`src/rtl/mul_pkg.sv`:
```
// Shared types and helpers for the sequential shift-add multiplier.
package mul_pkg;

  typedef enum logic [1:0] {
    MUL_IDLE = 2'd0,
    MUL_BUSY = 2'd1,
    MUL_DONE = 2'd2
  } mul_state_t;

  // Iteration counter must reach xlen-1; sized to hold xlen itself.
  function automatic int unsigned cnt_width(input int unsigned n);
    return $clog2(n + 1);
  endfunction

endpackage

```
`src/rtl/ripple_carry_adder.sv`:
```
// Plain ripple-carry adder, the multiplier's only arithmetic element.
module ripple_carry_adder #(
  parameter int unsigned xlen = 64
) (
  input  logic [xlen-1:0] a,
  input  logic [xlen-1:0] b,
  input  logic            carry_in,
  output logic [xlen-1:0] sum,
  output logic            carry_out
);

  logic carry;

  always_comb begin
    sum   = '0;
    carry = carry_in;
    for (int unsigned i = 0; i < xlen; i++) begin
      sum[i] = a[i] ^ b[i] ^ carry;
      carry  = (a[i] & b[i]) | (carry & (a[i] ^ b[i]));
    end
    carry_out = carry;
  end

endmodule

```
`src/rtl/shift_add_multiplier.sv`:
```
// Sequential unsigned shift-add multiplier with valid/ready on both sides.
// Optional MUL_EARLY_TERM_EN: finish as soon as the remaining multiplier bits are zero.
module shift_add_multiplier
  import mul_pkg::*;
#(
  parameter int unsigned xlen = 64
) (
  input  logic              clk,
  input  logic              rstn,
  input  logic              in_valid,
  output logic              in_ready,
  input  logic [xlen-1:0]   a,
  input  logic [xlen-1:0]   b,
  output logic              out_valid,
  input  logic              out_ready,
  output logic [2*xlen-1:0] product
);

  localparam int unsigned CNT_W = cnt_width(xlen);

  mul_state_t         state, state_nxt;
  logic [2*xlen-1:0]  acc, acc_nxt;
  logic [2*xlen-1:0]  mcand, mcand_nxt;
  logic [2*xlen-1:0]  sum;
  logic [xlen-1:0]    mplier, mplier_nxt;
  logic [CNT_W-1:0]   count, count_nxt;

  ripple_carry_adder #(.xlen(2 * xlen)) u_adder (
    .a        (acc),
    .b        (mcand),
    .carry_in (1'b0),
    .sum      (sum),
    .carry_out()
  );

  always_ff @(posedge clk or negedge rstn) begin
    if (!rstn) begin
      state  <= MUL_IDLE;
      acc    <= '0;
      mcand  <= '0;
      mplier <= '0;
      count  <= '0;
    end else begin
      state  <= state_nxt;
      acc    <= acc_nxt;
      mcand  <= mcand_nxt;
      mplier <= mplier_nxt;
      count  <= count_nxt;
    end
  end

  always_comb begin
    state_nxt  = state;
    acc_nxt    = acc;
    mcand_nxt  = mcand;
    mplier_nxt = mplier;
    count_nxt  = count;
    case (state)
      MUL_IDLE: begin
        if (in_valid) begin
          acc_nxt    = '0;
          mcand_nxt  = {{xlen{1'b0}}, a};
          mplier_nxt = b;
          count_nxt  = '0;
          state_nxt  = MUL_BUSY;
        end
      end
      MUL_BUSY: begin
`ifdef MUL_EARLY_TERM_EN
        if (mplier == '0) begin
          state_nxt = MUL_DONE;
        end else
`endif
        begin
          if (mplier[0]) acc_nxt = sum;
          mcand_nxt  = mcand << 1;
          mplier_nxt = mplier >> 1;
          count_nxt  = count + 1'b1;
          if (count == CNT_W'(xlen - 1)) state_nxt = MUL_DONE;
        end
      end
      MUL_DONE: begin
        if (out_ready) state_nxt = MUL_IDLE;
      end
      default: state_nxt = MUL_IDLE;
    endcase
  end

  assign in_ready  = (state == MUL_IDLE);
  assign out_valid = (state == MUL_DONE);
  assign product   = acc;

endmodule

```
`config.mk`:
```
export PLATFORM = sky130hd
export DESIGN_NAME = shift_add_multiplier
export DESIGN_NICKNAME = d
export VERILOG_FILES = /design/src/rtl/mul_pkg.sv /design/src/rtl/ripple_carry_adder.sv /design/src/rtl/shift_add_multiplier.sv
export SDC_FILE = /design/constraint.sdc
export NUM_CORES = 1
export LEC_CHECK = 0
export CORE_MARGIN = 5
export CORE_UTILIZATION = 45
export CTS_CLUSTER_DIAMETER = 80
export DETAILED_ROUTE_END_ITERATION = 12
export DONT_BUFFER_PORTS = 1
export GPL_TIMING_DRIVEN = 0
export PLACE_DENSITY = 0.6
export SLEW_MARGIN = 20
export SYNTH_ARGS = -nofsm -noshare
export SYNTH_HDL_FRONTEND = slang
export SYNTH_HIERARCHICAL = 1
export SYNTH_SLANG_ARGS = --single-unit
```
`constraint.sdc`:
```
create_clock -name clk -period 106.5 [get_ports clk]
set_clock_uncertainty 0.2 [all_clocks]
set_input_delay 21.3 -clock clk [delete_from_list [all_inputs] [get_ports clk]]
set_output_delay 21.3 -clock clk [all_outputs]
set_load 0.05 [all_outputs]
```
* Word level (Yosys, flattened, before mapping)
Index checks and enable logic that the tools add are counted.
** Storage, ports and cells
- Output and inout port bits :: 130
- Register bits :: 329
** Cells by class
- Bitwise logic cells :: 634
- Mux-type cells :: 13
- Eq/ne operators :: 7
- Reduce and logical (&&, ||, !) cells :: 5
- Add/subtract/negate cells :: 1
** Operators with widths (number)
- $pmux W128 S2 :: 2
- $mux W128 :: 3
- $xor A1 B1 Y1 :: 255
- $and A1 B1 Y1 :: 253
- $pmux W64 S2 :: 1
- $or A1 B1 Y1 :: 126
- $mux W64 :: 1
- $pmux W7 S2 :: 1
- $add A7 B1 Y7 const B :: 1
- $eq A7 B6 Y1 const B :: 1
- $mux W7 :: 1
- $mux W2 :: 3
- $ne A2 B2 Y1 const B :: 3
- $pmux W2 S3 :: 1
- $reduce_and A3 Y1 :: 2
- $eq A2 B1 Y1 const B :: 1
- $eq A2 B2 Y1 const B :: 1
- $logic_not A2 Y1 :: 1
- $ne A2 B1 Y1 const B :: 1
- $reduce_and A2 Y1 :: 1
- $reduce_bool A2 Y1 :: 1

* Logic depth before layout (Yosys ltp)
Gate-level depths: netlist of the first run.
- Word-level depth :: 256
- Depth in mapped cells :: 133
- Mapped depth without buffers :: 133

* By module
Netlist of the first run, hierarchy kept.
** Modules (own cells, without submodules)
- shift_add_multiplier :: area each 12584.6 sq um, cells each 1164, instances 1
- ripple_carry_adder :: area each 2600.0 sq um, cells each 138, instances 1

* Worst setup path before layout of the first run
Ideal clock, no wire load.
- Path type :: reg2reg
- Start point :: register acc[0], in the netlist product[0]
- End point :: register acc[127], in the netlist product[127]
- Data arrival time :: 49.347 ns
- Stages on the path, launching flop included :: 134
- Path slack :: 56.885 ns
- Data required time :: 106.233 ns
- Period minus slack after synthesis :: 49.615 ns
- Path buffers :: 0
- Setup time :: 0.067 ns
- Cells stage by stage :: dfrtp_1 fa_1 fa_1 fa_1 fa_1 fa_1 fa_1 fa_1 fa_1 fa_1 fa_1 fa_1 fa_1 fa_1 fa_1 fa_1 fa_1 inv_1 [98 not listed] fa_1 fa_1 fa_1 fa_1 fa_1 fa_1 fa_1 fa_1 fa_1 fa_1 fa_1 fa_1 fa_1 fa_1 inv_1 fa_1 inv_1 a22o_1
** On the way
- Longest elaborated chain between the ends :: 256
** RTL lines
- start, declared :: RTL line shift_add_multiplier.sv:22 : logic [2*xlen-1:0] acc, acc_nxt;
- start signal, assigned :: RTL line shift_add_multiplier.sv:45 : acc <= acc_nxt;
- $and A1 B1 Y1 (2 in a row) :: RTL line ripple_carry_adder.sv:19 : carry = (a[i] & b[i]) | (carry & (a[i] ^ b[i]));
- $or A1 B1 Y1 :: RTL line ripple_carry_adder.sv:19
- $and A1 B1 Y1 :: RTL line ripple_carry_adder.sv:19
- $or A1 B1 Y1 :: RTL line ripple_carry_adder.sv:19
- $and A1 B1 Y1 :: RTL line ripple_carry_adder.sv:19
- $or A1 B1 Y1 :: RTL line ripple_carry_adder.sv:19
- $and A1 B1 Y1 :: RTL line ripple_carry_adder.sv:19
- $or A1 B1 Y1 :: RTL line ripple_carry_adder.sv:19
- [240 not listed]
- $and A1 B1 Y1 :: RTL line ripple_carry_adder.sv:19
- $or A1 B1 Y1 :: RTL line ripple_carry_adder.sv:19
- $and A1 B1 Y1 :: RTL line ripple_carry_adder.sv:19
- $or A1 B1 Y1 :: RTL line ripple_carry_adder.sv:19
- $xor A1 B1 Y1 :: RTL line ripple_carry_adder.sv:18 : sum[i] = a[i] ^ b[i] ^ carry;
- via sum[127] :: RTL line shift_add_multiplier.sv:24 : logic [2*xlen-1:0] sum;
- $mux W128 :: RTL line shift_add_multiplier.sv:75 : if (mplier[0]) acc_nxt = sum;
- $pmux W128 S2 :: RTL line shift_add_multiplier.sv:58 : case (state)
The timed path passes the listed nets, and every way through them passes these cells. The select of a mux whose other input is x is not followed.
A chain may end at the register's enable or synchronous reset.

* Worst setup path in the final report of the first run
Ends and elaborated chain as after synthesis.

==> summary.txt, run 1 <==
Drt
  • Iter 0 DRT Violations: 603
  • Residual DRC: 0
  • Routed len/inst: 20.6 um
  • Vias: 10.0k
  • Vias per inst: 5.52
  • DR pass1 iterations: 5
  • Post-Route WL: 37300 um
  • Antenna-violating nets left: 0

Worst hold path
  • HP Class: reg2reg
  • Hold path start: count[6]
  • Hold Path Sink: count[6]
  • Worst hold path cell count: 1

Clocking
  • H-tree depth: 2
  • TritonCTS clock tree: yes
  • Worst-skew pair later-pin latency: 0.53 ns
  • CTS Sinks: 329
  • Hold-fix buffers at CTS: 0
  • Number of buffers created by CTS: 38
  • Clock root buffer: clkbuf_16
  • CTS Buffer Depth: 3
  • Clock Pin Slew Worst Setup and Hold Paths: 0.06 ns
  • Postcts setup bufs: 0
  • Post_cts resized: 0

Power
  • Clock Power Share: 52.3%
  • Leakage: 8.89 nW
  • Worst VDD drop: 0.0113 mV
  • Internal Power: 0.211 mW
  • Seq pwr share: 47.6%
  • Sw Share: 19.6%
  • Switch Pwr: 0.0515 mW
  • PwrDens: 15.4 mW/mm^2
  • Gate power share: 0.1%

Yosys
  • Cell count after synthesis: 1301
  • Mapped Avg Cell Area: 11.7 sq um
  • Post-synth net total: 1562
  • Syn. warnings: 6
  • Synth Cell Area: 0.0152 sq mm

Critical path
  • Most used cell, CP: fa_1
  • Startpoint types: flop
  • Worst R2R End: product[127]
  • Critical-path top delay cell: dfrtp_1
  • Worst Path Max Fanout: 3
  • Worst reg2reg setup slack: 54.36 ns
  • Crit end category: flop
  • FF-to-FF path depth: 133
  • Worst Path Class, Setup: reg2reg
  • Worst path arrival time: 52.40 ns
  • R2R Path Start: product[0]
  • Required @ worst endpoint: 106.76 ns
  • Worst path max stage delay: 0.63 ns

Layout
  • Synth-to-Final Area Change: 12.4%
  • Final instance area: 0.0171 sq mm
  • Share of cells above drive strength 1: 7.47%
  • Nets: 1602

Global routing
  • Initial antenna violation count: 3
  • Vias in the first global route: 10.4k
  • Largest net degree at the start of global routing: 330
  • All-Layer GR Usage: 20.1%
  • First-pass GRT wire length: 60900 um
  • Total grt overflow: 0

Timing
  • Final min period: 52.14 ns
  • Slew HR: 25.1%
  • Hold Vio Cnt, Final: 0
  • Worst-margin pin slew: 1.12 ns
  • RSZ-0062 raised after global routing: false
  • Setup TNS Final: 0 ns
  • Setup violators final: 0
  • Period utilization: 49.0%
  • Pins over their slew limit: 0
  • Achievable Freq: 19.2 MHz

Floorplan
  • Core Footprint: 0.0334 sq mm
  • IO Pins: 262
  • Die Span X: 194 um
  • FP Rows: 67
  • Initial core utilization: 45.4%
  • Chip height: 194 um
  • Die ar.: 0.0375 sq mm

Flow run
  • Max cap viols: 0

Status
  • Status: completed

Placement
  • HPWL after detailed placement: 26000 um
  • Port buffer count: 0
  • Post-DP Area: 0.0157 sq mm
  • Placer Congestion: 0.778
-- cells in the final DEF (no fill, tap or decap), types with 3 or more instances in the layout --
| cell | n |
|---|---|
| dfrtp_1 | 329 |
| nor2_1 | 254 |
| nand2_1 | 138 |
| a22o_1 | 129 |
| fa_1 | 128 |
| o22ai_1 | 126 |
| nand3_1 | 69 |
| clkbuf_16 | 41 |
| buf_2 | 39 |
| clkbuf_1 | 34 |
| buf_1 | 23 |
| inv_1 | 11 |
| clkbuf_8 | 6 |
| buf_6 | 5 |
| bufinv_16 | 5 |
| nand4_1 | 3 |
| clkinv_2 | 3 |
-- area by class of cell --
type,instances,area [sq um]
antenna,1,2.50
buffer,94,439
clock buffer,54,1130
clock inverter,10,181
fill,2957,16400
inverter,11,41.3
multi-input combinational,867,6470
sequential,329,8230
tap,448,561
-- power groups by stage --
stage          Combinational, mW  Clock [mW]  Sequential [mW]
6_report                0.000313       0.137            0.125
5_1_grt                 0.000327       0.147            0.125
4_1_cts                 0.000312       0.141            0.125
2_1_floorplan           0.000290           0            0.127
3_3_place_gp            0.000306           0            0.127
3_5_place_dp            0.000312           0            0.127
-- stage by stage --
step,setup WS [ns],hold slack (ns),util [%],power [mW],std cells
final,54.36,0.291,51.0,0.263,1814
after global routing,53.03,0.313,51.0,0.272,1814
after CTS,54.31,0.291,51.0,0.266,1813
after detailed placement,54.50,0.275,47.1,0.128,1749
after global placement,54.72,0.264,47.1,0.128,1749
after floorplan,56.89,0.254,-,0.128,1301
-- sequential cells by signal, indices dropped and copies added, names as in the netlist --
register	count
count	7
mcand	128
mplier	64
product	128
state	2
-- worst max path at each step --
| stage | cells after the start | from | slack [ns] | endpoint |
|---|---|---|---|---|
| finish | 133 | product[0] | 54.36 | product[127] |
| global route | 133 | product[0] | 53.03 | product[127] |
| CTS | 133 | product[0] | 54.31 | product[127] |
| detailed placement | 133 | product[0] | 54.50 | product[127] |
| global placement | 133 | product[0] | 54.72 | product[127] |
| floorplan | 133 | product[0] | 56.89 | product[127] |
-- per-layer routing --
layer / GRT usage (%) / routed length [um] / up-vias
met2: 30.4 / 17300 / 257
met3: 6.83 / 2980 / 65
li1: - / - / 4572
met1: 28.1 / 16200 / 5123
met5: 0 / 34 / -
met4: 5.51 / 834 / 4
-- worst max-delay path, delay by kind of cell, from the launching register on --
kind	cells	cell delay, ns
adder cells (fa/ha/maj)	128	50.80
AO/OA/AOI/OAI	1	0.12
buffers and inverters	4	0.28
flip-flops	1	0.63
No activity file was read; power rests on OpenSTA's default activity.
==> run 2: changes to the inputs <==
==> constraint.sdc (replaced) <==
create_clock -name clk -period 51.7 [get_ports clk]
set_clock_uncertainty 0.2 [all_clocks]
set_input_delay 10.34 -clock clk [delete_from_list [all_inputs] [get_ports clk]]
set_output_delay 10.34 -clock clk [all_outputs]
set_load 0.05 [all_outputs]
==> run 2 against run 1 <==
Compared with the run above:
- critical path type unchanged
- critical endpoint unchanged
- non-clock buffer count is the same
- count of clock-buffer cells in the layout is the same
- worst hold slack is essentially flat
==> summary.txt, run 2 (synthesized netlist as in run 1, its figures left out) <==
Floorplan
  • Initial core utilization: 45.4% (unchanged)
  • Core Footprint: 0.0334 sq mm (unchanged)
  • Die ar.: 0.0375 sq mm (unchanged)
  • IO Pins: 262 (unchanged)
  • Die Span X: 194 um (unchanged)
  • Chip height: 194 um (unchanged)
  • FP Rows: 67 (unchanged)

Drt
  • Routed len/inst: 20.6 um (about the same)
  • Post-Route WL: 37400 um (was 37300 um)
  • Vias: 9988 (was 10.0k)
  • Residual DRC: 0 (unchanged)
  • Antenna-violating nets left: 0 (unchanged)
  • DR pass1 iterations: 5 (unchanged)
  • Vias per inst: 5.51 (was 5.52)
  • Iter 0 DRT Violations: 611 (was 603)

Timing
  • Final min period: 50.53 ns (was 52.14 ns)
  • Period utilization: 97.7% (was 49.0%)
  • Hold Vio Cnt, Final: 0 (unchanged)
  • Achievable Freq: 19.8 MHz (was 19.2 MHz)
  • Pins over their slew limit: 0 (unchanged)
  • Worst-margin pin slew: 1.12 ns (about the same)
  • Final WS setup: 1.17 ns (was 54.36 ns)
  • Slew HR: 25.1% (about the same)
  • Setup violators final: 0 (unchanged)

Layout
  • Synth-to-Final Area Change: 12.9% (was 12.4%)
  • Share of cells above drive strength 1: 9.67% (was 7.47%)
  • Nets: 1602 (unchanged)
  • Most frequent cells in the layout: dfrtp_1, nor2_1, nand2_1 (unchanged)
  • Util after Layout: 51.2% (was 51.0%)
  • Most common cell after layout, fill and taps aside: dfrtp_1 (unchanged)
  • Final cell count without fillers: 1814 (unchanged)

Clocking
  • Hold-fix buffers at CTS: 0 (unchanged)
  • Number of buffers created by CTS: 38 (unchanged)
  • CTS Buffer Depth: 3 (unchanged)
  • Worst-skew pair later-pin latency: 0.53 ns (about the same)
  • H-tree depth: 2 (unchanged)
  • CTS Sinks: 329 (unchanged)
  • Clock Pin Slew Worst Setup and Hold Paths: 0.06 ns (about the same)
  • TritonCTS clock tree: yes (unchanged)
  • Postcts setup bufs: 0 (unchanged)
  • Post_cts resized: 9 (was 0)
  • Clock root buffer: clkbuf_16 (unchanged)

Critical path
  • Worst path max stage delay: 0.58 ns (was 0.63 ns)
  • Worst Path Class, Setup: reg2reg (unchanged)
  • Worst Path Max Fanout: 3 (unchanged)
  • Required @ worst endpoint: 51.96 ns (was 106.76 ns)
  • Crit end category: flop (unchanged)
  • Worst R2R End: product[127] (unchanged)
  • R2R Path Start: product[0] (unchanged)
  • Most used cell, CP: fa_1 (unchanged)
  • Worst reg2reg setup slack: 1.17 ns (was 54.36 ns)
  • Startpoint types: flop (unchanged)
  • FF-to-FF path depth: 133 (unchanged)
  • Worst path arrival time: 50.79 ns (was 52.40 ns)
  • Critical-path top delay cell: dfrtp_4 (was dfrtp_1)
  • CP startpoint: product[0] (unchanged)

Status
  • Status: completed (unchanged)

Power
  • Leakage: 8.82 nW (was 8.89 nW)
  • PwrDens: 31.6 mW/mm^2 (was 15.4 mW/mm^2)
  • Worst VDD drop: 0.0236 mV (was 0.0113 mV)
  • Post-layout total power: 0.542 mW (was 0.263 mW)

Placement
  • HPWL after detailed placement: 26000 um (unchanged)
  • Placer Congestion: 0.778 (unchanged)
  • Worst slack at placement: -0.295 ns (was 54.50 ns)
  • Port buffer count: 0 (unchanged)
  • Placed Cells: 1749 (unchanged)

Global routing
  • Total grt overflow: 0 (unchanged)
  • All-Layer GR Usage: 20.1% (about the same)
  • Vias in the first global route: 10.4k (about the same)
  • Initial antenna violation count: 3 (unchanged)
  • First-pass GRT wire length: 60900 um (about the same)
  • Largest net degree at the start of global routing: 330 (unchanged)

Worst hold path
  • Worst hold path cell count: 1 (unchanged)
  • HP Class: reg2reg (unchanged)
  • Hold Path Sink: count[6] (unchanged)
  • Hold path start: count[6] (unchanged)

Flow run
  • Max cap viols: 0 (unchanged)
run 2: through the flow:
step           setup TNS (ns)  hold WS, ns  instance area (sq um)
6_report                    0        0.292                  17100
5_1_grt              -0.00715        0.313                  17100
4_1_cts                     0        0.291                  17100
3_5_place_dp           -0.295        0.275                  15700
3_3_place_gp          -0.0766        0.264                  15700
2_1_floorplan               0        0.254                  15200
run 2: layer usage:
metal	share of wire, %	GRT usage, %	vias to the layer above	wire, um
met1	43	28.0	5102	16300
met4	2.3	5.51	4	843
met5	0.091	0	-	34
met2	46	30.4	246	17300
li1	-	-	4570	-
met3	7.8	6.85	66	2930
run 2: where the power goes:
group	switching (mW)	internal [mW]	total, mW
Sequential	0.0000636	0.258	0.258
Combinational	0.000108	0.000531	0.000642
Clock	0.106	0.177	0.283
Total	0.106	0.435	0.542
run 2: area by class of cell:
type / count / area [sq um]
fillers: 2951 / 16300
multi-input cells: 867 / 6540
diodes: 1 / 2.50
inverters: 11 / 41.3
flip-flops and latches: 329 / 8240
clock inverters: 10 / 181
plain buffers: 94 / 439
clock buffers: 54 / 1130
well taps: 448 / 561
run 2: worst max-delay path by stage:
stage and end:
2_1_floorplan product[127], 3_3_place_gp product[127], 3_5_place_dp product[127], 4_1_cts product[127], 5_1_grt product[127], 6_report product[127]
run 2: critical path: cells and delay by family, from the launching register on:
kind | cells | cell delay [ns]
flops | 1 | 0.58
fa+ha+maj | 128 | 49.24
compound gates | 1 | 0.12
buf+inv | 4 | 0.28
==> run 3: changes to the inputs <==
--- a/config.mk
+++ b/config.mk
@@ -5,14 +5,13 @@
 export SDC_FILE = /design/constraint.sdc
 export NUM_CORES = 1
 export LEC_CHECK = 0
-export CORE_MARGIN = 5
 export CORE_UTILIZATION = 45
 export CTS_CLUSTER_DIAMETER = 80
 export DETAILED_ROUTE_END_ITERATION = 12
 export DONT_BUFFER_PORTS = 1
 export GPL_TIMING_DRIVEN = 0
 export PLACE_DENSITY = 0.6
-export SLEW_MARGIN = 20
+export SLEW_MARGIN = 10
 export SYNTH_ARGS = -nofsm -noshare
 export SYNTH_HDL_FRONTEND = slang
 export SYNTH_HIERARCHICAL = 1
==> run 3 against run 2 <==
Compared with the run above:
- die area decreased by 8.1%
- register-to-register slack improved by 0.24 ns
- first-iteration DRC count decreased by 7.2%
- clock power decreased by 12%
- cell area decreased by 0.97%
- utilization increased by 0.40 points
- sequential power about the same
- worst hold slack got worse by 0.0090 ns
- sequential share of layout area increased by 0.47 points
- critical path depth unchanged
- largest cell class unchanged
==> summary.txt, run 3 (synthesized netlist as in run 1, its figures left out) <==
Drt
  • Vias: 9883 (was 9988)
  • DR pass1 iterations: 5 (unchanged)
  • Antenna-violating nets left: 0 (unchanged)
  • Post-Route WL: 36100 um (was 37400 um)
  • Routed len/inst: 19.9 um (was 20.6 um)
  • Residual DRC: 0 (unchanged)
  • Vias per inst: 5.45 (was 5.51)
  • Iter 0 DRT Violations: 567 (was 611)

Power
  • PwrDens: 29.9 mW/mm^2 (was 31.6 mW/mm^2)
  • Worst VDD drop: 0.0218 mV (was 0.0236 mV)
  • Post-layout total power: 0.507 mW (was 0.542 mW)
  • Leakage: 8.73 nW (was 8.82 nW)

Global routing
  • Total grt overflow: 0 (unchanged)
  • Largest net degree at the start of global routing: 330 (unchanged)
  • Initial antenna violation count: 6 (was 3)
  • All-Layer GR Usage: 21.9% (was 20.1%)
  • Vias in the first global route: 10.3k (was 10.4k)
  • First-pass GRT wire length: 58200 um (was 60900 um)

Critical path
  • Delay-heaviest family, CP: adder cells (unchanged)
  • CP startpoint: product[0] (unchanged)
  • Most used cell, CP: fa_1 (unchanged)
  • Worst Path Max Fanout: 3 (unchanged)
  • Worst R2R End: product[127] (unchanged)
  • FF-to-FF path depth: 133 (unchanged)
  • Startpoint types: flop (unchanged)
  • R2R Path Start: product[0] (unchanged)
  • Worst reg2reg setup slack: 1.41 ns (was 1.17 ns)
  • Worst path arrival time: 50.53 ns (was 50.79 ns)
  • Crit end category: flop (unchanged)
  • Worst path max stage delay: 0.58 ns (about the same)
  • WP buf/inv: 4 (unchanged)
  • Required @ worst endpoint: 51.94 ns (was 51.96 ns)
  • Critical-path top delay cell: dfrtp_4 (unchanged)
  • Critical Path Sink: product[127] (unchanged)
  • Worst Path Class, Setup: reg2reg (unchanged)
  • Critical Path Stages: 133 (unchanged)

Timing
  • Final WS setup: 1.41 ns (was 1.17 ns)
  • RSZ-0062 raised after global routing: false
  • Final min period: 50.29 ns (was 50.53 ns)
  • Setup TNS Final: 0 ns (unchanged)
  • Worst-margin pin slew: 1.08 ns (was 1.12 ns)
  • Hold Vio Cnt, Final: 0 (unchanged)
  • Setup violators final: 0 (unchanged)
  • Pins over their slew limit: 0 (unchanged)
  • Achievable Freq: 19.9 MHz (was 19.8 MHz)
  • Fin Hold WS: 0.283 ns (was 0.292 ns)
  • Slew HR: 27.8% (was 25.1%)
  • Period utilization: 97.3% (was 97.7%)

Layout
  • Most frequent cells in the layout: dfrtp_1, nor2_1, nand2_1 (unchanged)
  • Share of cells above drive strength 1: 9.36% (was 9.67%)
  • Synth-to-Final Area Change: 11.8% (was 12.9%)
  • Final cell count without fillers: 1815 (was 1814)
  • Nets: 1602 (unchanged)
  • Filler cell count: 2994 (was 2951)
  • Most common cell after layout, fill and taps aside: dfrtp_1 (unchanged)

Status
  • Status: completed (unchanged)

Placement
  • Placed Cells: 1743 (was 1749)
  • Worst slack at placement: -0.171 ns (was -0.295 ns)
  • Port buffer count: 0 (unchanged)
  • HPWL after detailed placement: 25400 um (was 26000 um)
  • Placer Congestion: 0.821 (was 0.778)

Clocking
  • Number of buffers created by CTS: 38 (unchanged)
  • TritonCTS clock tree: yes (unchanged)
  • H-tree depth: 2 (unchanged)
  • Worst-skew pair later-pin latency: 0.52 ns (was 0.53 ns)
  • CTS Sinks: 329 (unchanged)
  • CTS Buffer Depth: 3 (unchanged)
  • Clock root buffer: clkbuf_16 (unchanged)
  • Clock Pin Slew Worst Setup and Hold Paths: 0.06 ns (about the same)
  • Postcts setup bufs: 0 (unchanged)

Floorplan
  • Core Footprint: 0.0329 sq mm (was 0.0334 sq mm)
  • IO Pins: 262 (unchanged)
  • Die Span X: 186 um (was 194 um)
  • Chip height: 186 um (was 194 um)
  • Die ar.: 0.0345 sq mm (was 0.0375 sq mm)
  • FP Rows: 66 (was 67)
  • Initial core utilization: 46.2% (was 45.4%)

Worst hold path
  • HP Class: reg2reg (unchanged)

Flow run
  • Max cap viols: 0 (unchanged)
[run 3: cell types whose count changed in the layout (fill, tap and decap cells not counted), sizes merged]
cell	change
clkinvlp	-1
clkinv	+3
bufinv	-5
diode	+5
clkbuf	+5
[run 3: final cells by class]
class / count / area [sq um] / area share [%]
Antenna cell: 6 / 15.0 / 0.0885
Buffer: 94 / 439 / 2.59
Clock buffer: 59 / 1100 / 6.49
Clock inverter: 7 / 38.8 / 0.229
Inverter: 11 / 41.3 / 0.243
Multi-Input combinational cell: 867 / 6550 / 38.6
Sequential cell: 329 / 8240 / 48.5
Tap cell: 442 / 553 / 3.26
[run 3: through the flow]
stage / area [sq um] / utilization (%)
after floorplan: 15200 / -
after global placement: 15700 / 47.9
after detailed placement: 15700 / 47.9
after CTS: 16900 / 51.4
after global routing: 17000 / 51.6
final: 17000 / 51.6
[run 3: worst min-delay path by stage]
| stage | startpoint | end | slack (ns) | cells past startpoint |
|---|---|---|---|---|
| final | count[5] | count[5] | 0.28 | 1 |
| after global routing | count[5] | count[5] | 0.30 | 1 |
| after CTS | count[5] | count[5] | 0.28 | 1 |
| after detailed placement | count[5] | count[5] | 0.28 | 1 |
| after global placement | count[5] | count[5] | 0.27 | 1 |
| after floorplan | count[5] | count[5] | 0.25 | 1 |
[run 3: where the power goes]
group | leakage [nW] | switching, mW | internal (mW)
combinational | 3.67 | 0.0000977 | 0.000531
clock | 0.562 | 0.102 | 0.146
sequential | 4.50 | 0.0000625 | 0.258
total | 8.73 | 0.102 | 0.404
[run 3: repair_timing]
| item | in CTS | in global routing |
|---|---|---|
| endpoints found under the setup margin | 2 | 4 |
| hold buffers | 0 | 0 |
| gates resized for setup | 7 | 26 |
[run 3: routing by layer]
layer  global-route usage [%]  vias up  wire length [um]
li1                         -     4572                 -
met1                     30.0     4988             15800
met2                     33.7      267             16500
met3                     6.40       56              2830
met4                     6.82        0               950
met5                        0        -                 0
